==> src/rtl/quick_spi_sequencer_if.sv <==
// Command, response and quick_spi master signals of the SPI command sequencer.
// The sequencer connects through the slave modport; its environment uses master.
interface quick_spi_sequencer_if #(
  parameter int INCOMING_DATA_WIDTH = 8,
  parameter int OUTGOING_DATA_WIDTH = 16,
  parameter int NUMBER_OF_SLAVES    = 2
);
  logic                           cmd_valid;
  logic                           cmd_ready;
  logic [NUMBER_OF_SLAVES-1:0]    cmd_slave;
  logic                           cmd_operation;
  logic [OUTGOING_DATA_WIDTH-1:0] cmd_data;

  logic                           rsp_valid;
  logic                           rsp_ready;
  logic [INCOMING_DATA_WIDTH-1:0] rsp_data;
  logic [NUMBER_OF_SLAVES-1:0]    rsp_slave;
  logic                           rsp_error;

  logic                           spi_enable;
  logic                           spi_start;
  logic [NUMBER_OF_SLAVES-1:0]    spi_slave;
  logic                           spi_operation;
  logic [OUTGOING_DATA_WIDTH-1:0] spi_outgoing_data;
  logic                           spi_end_of_transaction;
  logic [INCOMING_DATA_WIDTH-1:0] spi_incoming_data;

  modport slave (
    input  cmd_valid, cmd_slave, cmd_operation, cmd_data,
    output cmd_ready,
    output rsp_valid, rsp_data, rsp_slave, rsp_error,
    input  rsp_ready,
    output spi_enable, spi_start, spi_slave, spi_operation, spi_outgoing_data,
    input  spi_end_of_transaction, spi_incoming_data
  );

  modport master (
    output cmd_valid, cmd_slave, cmd_operation, cmd_data,
    input  cmd_ready,
    input  rsp_valid, rsp_data, rsp_slave, rsp_error,
    output rsp_ready,
    input  spi_enable, spi_start, spi_slave, spi_operation, spi_outgoing_data,
    output spi_end_of_transaction, spi_incoming_data
  );
endinterface

==> src/rtl/quick_spi_sequencer.sv <==
// Queues SPI commands and issues them one at a time to the quick_spi master,
// enforcing a chip-select gap, returning read data and aborting hung transfers.
module quick_spi_sequencer #(
  parameter int INCOMING_DATA_WIDTH = 8,
  parameter int OUTGOING_DATA_WIDTH = 16,
  parameter int NUMBER_OF_SLAVES    = 2,
  parameter int CMD_FIFO_DEPTH      = 4,
  parameter int GAP_CYCLES          = 2,
  parameter int TIMEOUT_CYCLES      = 1024
) (
  input  logic                              clk_i,
  input  logic                              reset_i,
  input  logic                              enable_i,
  quick_spi_sequencer_if.slave              bus,
  output logic                              timeout_pulse_o,
  output logic                              busy_o,
  output logic [$clog2(CMD_FIFO_DEPTH):0]   fifo_level_o
);

  localparam int PTR_W = $clog2(CMD_FIFO_DEPTH);
  localparam int LVL_W = PTR_W + 1;
  localparam int TO_W  = $clog2(TIMEOUT_CYCLES);
  localparam int GAP_W = $clog2(GAP_CYCLES + 1);

  localparam logic [LVL_W-1:0] LVL_FULL = LVL_W'(CMD_FIFO_DEPTH);
  localparam logic [TO_W-1:0]  TO_LAST  = TO_W'(TIMEOUT_CYCLES - 1);
  localparam logic [GAP_W-1:0] GAP_LAST = GAP_W'(GAP_CYCLES - 1);

  typedef struct packed {
    logic [NUMBER_OF_SLAVES-1:0]    slave;
    logic                           operation;
    logic [OUTGOING_DATA_WIDTH-1:0] data;
  } cmd_t;

  typedef enum logic [1:0] {
    IDLE,
    ISSUE,
    WAIT_EOT,
    GAP
  } state_e;

  cmd_t                           fifo_mem_q [CMD_FIFO_DEPTH];
  logic [PTR_W-1:0]               wr_ptr_q, wr_ptr_d;
  logic [PTR_W-1:0]               rd_ptr_q, rd_ptr_d;
  logic [LVL_W-1:0]               level_q, level_d;
  logic                           push, pop, launch;
  cmd_t                           head, incoming_cmd;

  state_e                         state_q, state_d;
  logic [TO_W-1:0]                to_cnt_q, to_cnt_d;
  logic [GAP_W-1:0]               gap_cnt_q, gap_cnt_d;
  logic                           timeout_q, timeout_d;
  logic                           spi_enable_q;
  logic [NUMBER_OF_SLAVES-1:0]    spi_slave_q, spi_slave_d;
  logic                           spi_op_q, spi_op_d;
  logic [OUTGOING_DATA_WIDTH-1:0] spi_data_q, spi_data_d;
  logic                           rsp_valid_q, rsp_valid_d;
  logic [INCOMING_DATA_WIDTH-1:0] rsp_data_q, rsp_data_d;
  logic [NUMBER_OF_SLAVES-1:0]    rsp_slave_q, rsp_slave_d;
  logic                           rsp_error_q, rsp_error_d;

  // A full FIFO refuses pushes even when a pop happens in the same cycle.
  assign push         = bus.cmd_valid && (level_q != LVL_FULL);
  assign head         = fifo_mem_q[rd_ptr_q];
  assign incoming_cmd = '{slave: bus.cmd_slave, operation: bus.cmd_operation, data: bus.cmd_data};

  // A READ may only go out once the response register is free, so a new
  // response can never overwrite one that has not been consumed.
  assign launch = (state_q == IDLE) && enable_i && (level_q != '0) &&
                  !((head.operation == 1'b0) && rsp_valid_q);
  assign pop    = launch;

  always_comb begin
    wr_ptr_d = wr_ptr_q;
    rd_ptr_d = rd_ptr_q;
    level_d  = level_q;
    if (push) begin
      wr_ptr_d = wr_ptr_q + PTR_W'(1);
    end
    if (pop) begin
      rd_ptr_d = rd_ptr_q + PTR_W'(1);
    end
    if (push && !pop) begin
      level_d = level_q + LVL_W'(1);
    end else if (pop && !push) begin
      level_d = level_q - LVL_W'(1);
    end
  end

  always_ff @(posedge clk_i) begin
    if (push) begin
      fifo_mem_q[wr_ptr_q] <= incoming_cmd;
    end
  end

  always_comb begin
    state_d     = state_q;
    to_cnt_d    = to_cnt_q;
    gap_cnt_d   = gap_cnt_q;
    timeout_d   = 1'b0;
    spi_slave_d = spi_slave_q;
    spi_op_d    = spi_op_q;
    spi_data_d  = spi_data_q;
    rsp_valid_d = rsp_valid_q && !bus.rsp_ready;
    rsp_data_d  = rsp_data_q;
    rsp_slave_d = rsp_slave_q;
    rsp_error_d = rsp_error_q;

    case (state_q)
      IDLE: begin
        if (launch) begin
          spi_slave_d = head.slave;
          spi_op_d    = head.operation;
          spi_data_d  = head.data;
          state_d     = ISSUE;
        end
      end
      ISSUE: begin
        to_cnt_d = '0;
        state_d  = WAIT_EOT;
      end
      WAIT_EOT: begin
        // End of transaction wins over a timeout landing in the same cycle.
        if (bus.spi_end_of_transaction) begin
          if (!spi_op_q) begin
            rsp_valid_d = 1'b1;
            rsp_data_d  = bus.spi_incoming_data;
            rsp_slave_d = spi_slave_q;
            rsp_error_d = 1'b0;
          end
          gap_cnt_d = '0;
          state_d   = GAP;
        end else if (to_cnt_q == TO_LAST) begin
          timeout_d = 1'b1;
          if (!spi_op_q) begin
            rsp_valid_d = 1'b1;
            rsp_data_d  = '0;
            rsp_slave_d = spi_slave_q;
            rsp_error_d = 1'b1;
          end
          gap_cnt_d = '0;
          state_d   = GAP;
        end else begin
          to_cnt_d = to_cnt_q + TO_W'(1);
        end
      end
      GAP: begin
        if (gap_cnt_q == GAP_LAST) begin
          state_d = IDLE;
        end else begin
          gap_cnt_d = gap_cnt_q + GAP_W'(1);
        end
      end
      default: begin
        state_d = IDLE;
      end
    endcase
  end

  always_ff @(posedge clk_i) begin
    if (reset_i) begin
      wr_ptr_q     <= '0;
      rd_ptr_q     <= '0;
      level_q      <= '0;
      state_q      <= IDLE;
      to_cnt_q     <= '0;
      gap_cnt_q    <= '0;
      timeout_q    <= 1'b0;
      spi_enable_q <= 1'b0;
      spi_slave_q  <= '0;
      spi_op_q     <= 1'b0;
      spi_data_q   <= '0;
      rsp_valid_q  <= 1'b0;
      rsp_data_q   <= '0;
      rsp_slave_q  <= '0;
      rsp_error_q  <= 1'b0;
    end else begin
      wr_ptr_q     <= wr_ptr_d;
      rd_ptr_q     <= rd_ptr_d;
      level_q      <= level_d;
      state_q      <= state_d;
      to_cnt_q     <= to_cnt_d;
      gap_cnt_q    <= gap_cnt_d;
      timeout_q    <= timeout_d;
      spi_enable_q <= enable_i;
      spi_slave_q  <= spi_slave_d;
      spi_op_q     <= spi_op_d;
      spi_data_q   <= spi_data_d;
      rsp_valid_q  <= rsp_valid_d;
      rsp_data_q   <= rsp_data_d;
      rsp_slave_q  <= rsp_slave_d;
      rsp_error_q  <= rsp_error_d;
    end
  end

  assign bus.cmd_ready         = (level_q != LVL_FULL);
  assign bus.rsp_valid         = rsp_valid_q;
  assign bus.rsp_data          = rsp_data_q;
  assign bus.rsp_slave         = rsp_slave_q;
  assign bus.rsp_error         = rsp_error_q;
  assign bus.spi_enable        = spi_enable_q;
  assign bus.spi_start         = (state_q == ISSUE);
  assign bus.spi_slave         = spi_slave_q;
  assign bus.spi_operation     = spi_op_q;
  assign bus.spi_outgoing_data = spi_data_q;
  assign timeout_pulse_o       = timeout_q;
  assign busy_o                = (state_q != IDLE);
  assign fifo_level_o          = level_q;

endmodule
==> src/flat_wrapper.sv <==
// flat-port wrapper written by rule: the top's interface ports become plain ports
module quick_spi_sequencer_flat 
#(
  parameter int INCOMING_DATA_WIDTH = 8,
  parameter int OUTGOING_DATA_WIDTH = 16,
  parameter int NUMBER_OF_SLAVES    = 2,
  parameter int CMD_FIFO_DEPTH      = 4,
  parameter int GAP_CYCLES          = 2,
  parameter int TIMEOUT_CYCLES      = 1024
)
  (clk_i, reset_i, enable_i, timeout_pulse_o, busy_o, fifo_level_o, bus_cmd_valid, bus_cmd_slave, bus_cmd_operation, bus_cmd_data, bus_cmd_ready, bus_rsp_valid, bus_rsp_data, bus_rsp_slave, bus_rsp_error, bus_rsp_ready, bus_spi_enable, bus_spi_start, bus_spi_slave, bus_spi_operation, bus_spi_outgoing_data, bus_spi_end_of_transaction, bus_spi_incoming_data);
  quick_spi_sequencer_if #(.INCOMING_DATA_WIDTH(INCOMING_DATA_WIDTH), .OUTGOING_DATA_WIDTH(OUTGOING_DATA_WIDTH), .NUMBER_OF_SLAVES(NUMBER_OF_SLAVES)) bus_i ();
  input  logic clk_i;
  input  logic reset_i;
  input  logic enable_i;
  output logic timeout_pulse_o;
  output logic busy_o;
  output logic [$clog2(CMD_FIFO_DEPTH):0] fifo_level_o;
  input wire logic [$bits(bus_i.cmd_valid)-1:0] bus_cmd_valid;
  input wire logic [$bits(bus_i.cmd_slave)-1:0] bus_cmd_slave;
  input wire logic [$bits(bus_i.cmd_operation)-1:0] bus_cmd_operation;
  input wire logic [$bits(bus_i.cmd_data)-1:0] bus_cmd_data;
  output wire logic [$bits(bus_i.cmd_ready)-1:0] bus_cmd_ready;
  output wire logic [$bits(bus_i.rsp_valid)-1:0] bus_rsp_valid;
  output wire logic [$bits(bus_i.rsp_data)-1:0] bus_rsp_data;
  output wire logic [$bits(bus_i.rsp_slave)-1:0] bus_rsp_slave;
  output wire logic [$bits(bus_i.rsp_error)-1:0] bus_rsp_error;
  input wire logic [$bits(bus_i.rsp_ready)-1:0] bus_rsp_ready;
  output wire logic [$bits(bus_i.spi_enable)-1:0] bus_spi_enable;
  output wire logic [$bits(bus_i.spi_start)-1:0] bus_spi_start;
  output wire logic [$bits(bus_i.spi_slave)-1:0] bus_spi_slave;
  output wire logic [$bits(bus_i.spi_operation)-1:0] bus_spi_operation;
  output wire logic [$bits(bus_i.spi_outgoing_data)-1:0] bus_spi_outgoing_data;
  input wire logic [$bits(bus_i.spi_end_of_transaction)-1:0] bus_spi_end_of_transaction;
  input wire logic [$bits(bus_i.spi_incoming_data)-1:0] bus_spi_incoming_data;
  assign bus_i.cmd_valid = bus_cmd_valid;
  assign bus_i.cmd_slave = bus_cmd_slave;
  assign bus_i.cmd_operation = bus_cmd_operation;
  assign bus_i.cmd_data = bus_cmd_data;
  assign bus_cmd_ready = bus_i.cmd_ready;
  assign bus_rsp_valid = bus_i.rsp_valid;
  assign bus_rsp_data = bus_i.rsp_data;
  assign bus_rsp_slave = bus_i.rsp_slave;
  assign bus_rsp_error = bus_i.rsp_error;
  assign bus_i.rsp_ready = bus_rsp_ready;
  assign bus_spi_enable = bus_i.spi_enable;
  assign bus_spi_start = bus_i.spi_start;
  assign bus_spi_slave = bus_i.spi_slave;
  assign bus_spi_operation = bus_i.spi_operation;
  assign bus_spi_outgoing_data = bus_i.spi_outgoing_data;
  assign bus_i.spi_end_of_transaction = bus_spi_end_of_transaction;
  assign bus_i.spi_incoming_data = bus_spi_incoming_data;
  quick_spi_sequencer #(.INCOMING_DATA_WIDTH(INCOMING_DATA_WIDTH), .OUTGOING_DATA_WIDTH(OUTGOING_DATA_WIDTH), .NUMBER_OF_SLAVES(NUMBER_OF_SLAVES), .CMD_FIFO_DEPTH(CMD_FIFO_DEPTH), .GAP_CYCLES(GAP_CYCLES), .TIMEOUT_CYCLES(TIMEOUT_CYCLES)) u_core (.clk_i(clk_i), .reset_i(reset_i), .enable_i(enable_i), .bus(bus_i), .timeout_pulse_o(timeout_pulse_o), .busy_o(busy_o), .fifo_level_o(fifo_level_o));
endmodule
==> config.mk <==
export PLATFORM = sky130hd
export DESIGN_NAME = quick_spi_sequencer_flat
export DESIGN_NICKNAME = d
export VERILOG_FILES = /design/src/rtl/quick_spi_sequencer_if.sv /design/src/rtl/quick_spi_sequencer.sv /design/src/flat_wrapper.sv
export SDC_FILE = /design/constraint.sdc
export NUM_CORES = 1
export LEC_CHECK = 0
export CAP_MARGIN = 5
export CORE_MARGIN = 2
export CORE_UTILIZATION = 40
export CTS_CLUSTER_SIZE = 10
export DETAILED_ROUTE_END_ITERATION = 12
export PLACE_DENSITY_LB_ADDON = 0.2
export RECOVER_POWER = 25
export SYNTH_ARGS = -nofsm -noshare
export SYNTH_HDL_FRONTEND = slang
export SYNTH_SLANG_ARGS = --single-unit
==> constraint.sdc <==
create_clock -name clk_i -period 8.3 [get_ports clk_i]
set_input_delay 0.83 -clock clk_i [delete_from_list [all_inputs] [get_ports clk_i]]
set_output_delay 0.83 -clock clk_i [all_outputs]
set_load 0.02 [all_outputs]
==> flow_metrics.py <==
metrics = {
    "critical_path": {
        "endpoint_kind": "flip-flop",
        "required_ns": 8.63,
        "ff2ff_path_depth": 9,
        "crit_type": "flip-flop to flip-flop",
        "worstPathArrival_ns": 3.66,
        "start_kind": "flip-flop",
        "r2r-end": "u_core.fifo_level_o[2]",
        "path_max_fanout": 22,
        "r2r_slack_ns": 4.97,
    },
    "die": {
        "core_um2": 12600,
        "die_w_um": 118,
        "io_pins": 72,
        "dieArea_um2": 13900,
        "die_h_um": 118,
        "rows": 41,
        "initial_core_util_pct": 41.1,
    },
    "global_route": {
        "use_met1_pct": 17.5,
        "grt_use_met3_pct": 5.43,
        "grt_use_met2_pct": 27.9,
        "grt_pass1_vias": 3385,
        "grtUsageTotal_pct": 15.7,
        "grt_antenna_before_repair": 0,
        "grt-ovfl-total": 0,
        "grt_max_degree": 49,
        "grt_busiest_layer": "met2",
        "grt_pass1_wl_um": 16600,
    },
    "yosys": {
        "yosysSeqAreaShare_pct": 65.7,
        "synth.distinct_cells": 52,
        "synth-simple-area-share_pct": 8.52,
        "synth_top_family_by_area": "compound AO/OA/AOI/OAI gates",
        "synth_nets": 413,
        "syn_area_um2": 5180,
        "async_flop_share_pct": 0,
        "synth_ff_type": "edfxtp_1",
        "synth_compound_area_share_pct": 10.1,
        "syn_inst": 367,
        "synth_xor_area_share_pct": 0.507,
        "yosys.area_share.adder_pct": 3.28,
        "synthMuxAreaShare_pct": 9.17,
        "synth-seq-cells": 132,
        "avgSynthCellArea_um2": 14.1,
        "synth-edff-count": 76,
        "yosys_warnings": 0,
    },
    "power": {
        "power.leakage_uw": 0.00224,
        "p_per_area_nw_per_um2": 316,
        "ir_worst_vdd_uv": 223,
        "power_uw": 2090,
    },
    "finish": {
        "final_area_um2": 6620,
        "fillCellCount": 1108,
        "antenna_cells": 0,
        "regArea_um2": 3400,
        "fin_nets": 491,
        "layout-drive-gt1-share_pct": 12.4,
        "multiInputGateArea_um2": 1640,
        "area_delta_synth_final_pct": 27.8,
    },
    "timing": {
        "fin_crit_ns": 3.33,
        "worstMarginPinSlew_ns": 1.23,
        "holdWs_ns": 0.454,
        "final.setup_skew_ns": 0.00604,
        "post-route-period-util_pct": 40.1,
        "setup-violations-final": 0,
        "slew_headroom_pct": 17.2,
        "rsz0062_at_grt": "false",
        "finalSetupTns_ns": 0,
        "hold_viol": 0,
        "finalMaxSlewViolations": 0,
        "clock.fmax_ghz": 0.300,
    },
    "drt": {
        "wl_per_cell_um": 16.5,
        "dr.first_iter.drc_count": 227,
        "num_vias": 3224,
        "wirelength_um": 10400,
        "ant_nets": 0,
        "dr.pass1.iters": 6,
        "drc": 0,
        "viasPerCell": 5.12,
    },
    "clocking": {
        "numCtsBuffers": 17,
        "tritoncts": "yes",
        "cts-root-buf": "clkbuf_16",
        "clkTransAtPathRegs_ns": 0.06,
        "clk_latency_ns": 0.42,
        "htreeDepth": 4,
        "cts_sinks": 132,
        "clockBufferDepth": 2,
        "ctsResizeCount": 0,
        "hold_buffers": 0,
        "cts_setup_buffers": 0,
    },
    "job": {
        "timing.max_cap.violations": 0,
    },
    "place": {
        "postPlaceCellArea_um2": 6020,
        "port_buffers": 71,
        "dpl.hpwl_um": 6600,
        "place_congestion": 0.749,
    },
    "worst_hold_path": {
        "hp-class": "flip-flop to flip-flop",
        "worstHoldStart": "u_core.bus.spi_outgoing_data[11]",
        "hold_depth": 2,
        "hold-path-endpoint": "u_core.bus.spi_outgoing_data[11]",
    },
    "outcome": {
        "outcome": "complete, no violations",
    },
}
==> worst max path at each step <==
stage                   start                endpoint  slack (ns)  cells past startpoint
global placement     enable_i  u_core.fifo_level_o[2]        4.95                     10
CTS                 flip-flop  u_core.fifo_level_o[2]        4.89                      9
detailed placement   enable_i  u_core.fifo_level_o[2]        4.88                     10
floorplan           flip-flop  u_core.fifo_level_o[2]        5.69                     11
finish              flip-flop  u_core.fifo_level_o[2]        4.97                      9
global route        flip-flop  u_core.fifo_level_o[2]        4.75                      9
==> per-stage QoR <==
step                      cells  utilization (%)  worst slack, ns
final                       630             52.5             4.97
after detailed placement    598             47.7             4.88
after global routing        630             52.5             4.75
after global placement      598             47.7             4.95
after CTS                   630             52.5             4.89
after floorplan             367                -             5.69
==> cells in the mapped netlist, types with 2 or more instances <==
master    number  area share (%)
a21oi_1       26             2.5
a21oi_2        4            0.68
a22o_1         8             1.4
and2_1         6            0.72
and3_1         2            0.24
buf_1          3            0.22
buf_6          5             1.1
clkbuf_1       3            0.22
dfxtp_1       56              22
edfxtp_1      76              44
ha_1          12             2.9
inv_1         13            0.94
mux2i_1        4            0.77
mux4_1         2             1.0
mux4_2        17             7.4
nand2_1       56             4.1
nand2b_1       4            0.48
nand3_1        6            0.58
nand4_1        3            0.36
nand4b_1       2            0.34
nor2_1         8            0.58
o211ai_1       6            0.87
o21ai_0        7            0.68
o311a_1        2            0.39
o31a_1         2            0.34
o31ai_1        3            0.43
o41ai_1        3            0.51
or3_1          2            0.24
or4_1          2            0.29
xor2_1         2            0.34
==> metal layers <==
metal / part of all wire, % / wire, µm
met5: 0 / 0
met4: 1.1 / 118
met3: 4.6 / 479
met2: 51 / 5330
met1: 43 / 4440
==> flip-flops by register name (all words and copies together), names as in the netlist, named ones only <==
signal,count
u_core.timeout_pulse_o,1
u_core.bus.rsp_data,8
u_core.bus.rsp_error,1
u_core.wr_ptr_q,2
u_core.bus.spi_operation,1
u_core.state_q,2
u_core.bus.rsp_valid,1
u_core.bus.spi_enable,1
u_core.gap_cnt_q,2
u_core.fifo_mem_q,76
u_core.bus.spi_slave,2
u_core.bus.rsp_slave,2
u_core.fifo_level_o,3
u_core.rd_ptr_q,2
u_core.bus.spi_outgoing_data,16
u_core.to_cnt_q,10
==> power by group <==
group | internal [µW] | switching [µW] | total (µW) | leakage (µW)
Sequential | 787 | 51.6 | 839 | 0.00115
Combinational | 223 | 278 | 501 | 0.000792
Clock | 481 | 274 | 755 | 0.000299
Total | 1490 | 604 | 2090 | 0.00224
==> critical path, cell delays in order (launching register included) <==
cell	delay, ns
dfxtp_1	0.94
mux4_2	0.46
o21a_4	0.31
clkinv_2	0.27
ha_1	0.24
inv_1	0.06
fa_1	0.37
xor2_1	0.16
or3_1	0.30
a21oi_1	0.14
==> layout by cell type, fill, tap and decap left out, drive strengths merged, types with 4 or more instances in the layout <==
cell type      count
and2               6
clkdlybuf4s50     54
a22o               8
o21ai              7
dlygate4sd3       16
nand2b             4
ha                12
clkinv             8
nand2             56
o211ai             6
a21oi             30
mux4              19
o31ai              5
nor2               8
mux2i              4
dfxtp             56
nand3              6
edfxtp            76
inv               15
clkbuf            20
==> logic make-up (layout without fill, tap and decap cells) <==
group / count (synthesis) / after routing
and+or+nand+nor: 96 / 96
buffers and inverters: 27 / 118
AOI/OAI and AO/OA: 73 / 73
xor gates and xnor gates: 3 / 3
muxes: 23 / 23
adders and majority gates: 13 / 13
DFF: 132 / 132
==> layout make-up <==
cell class	instances	share of cell area (%)
Tap cell	172	3.25
Multi-Input combinational cell	208	24.7
Sequential cell	132	51.4
Clock buffer	20	6.74
Timing Repair Buffer	72	10.8
Inverter	14	0.812
Clock inverter	12	2.32
No activity file was read; power rests on OpenSTA's default activity.
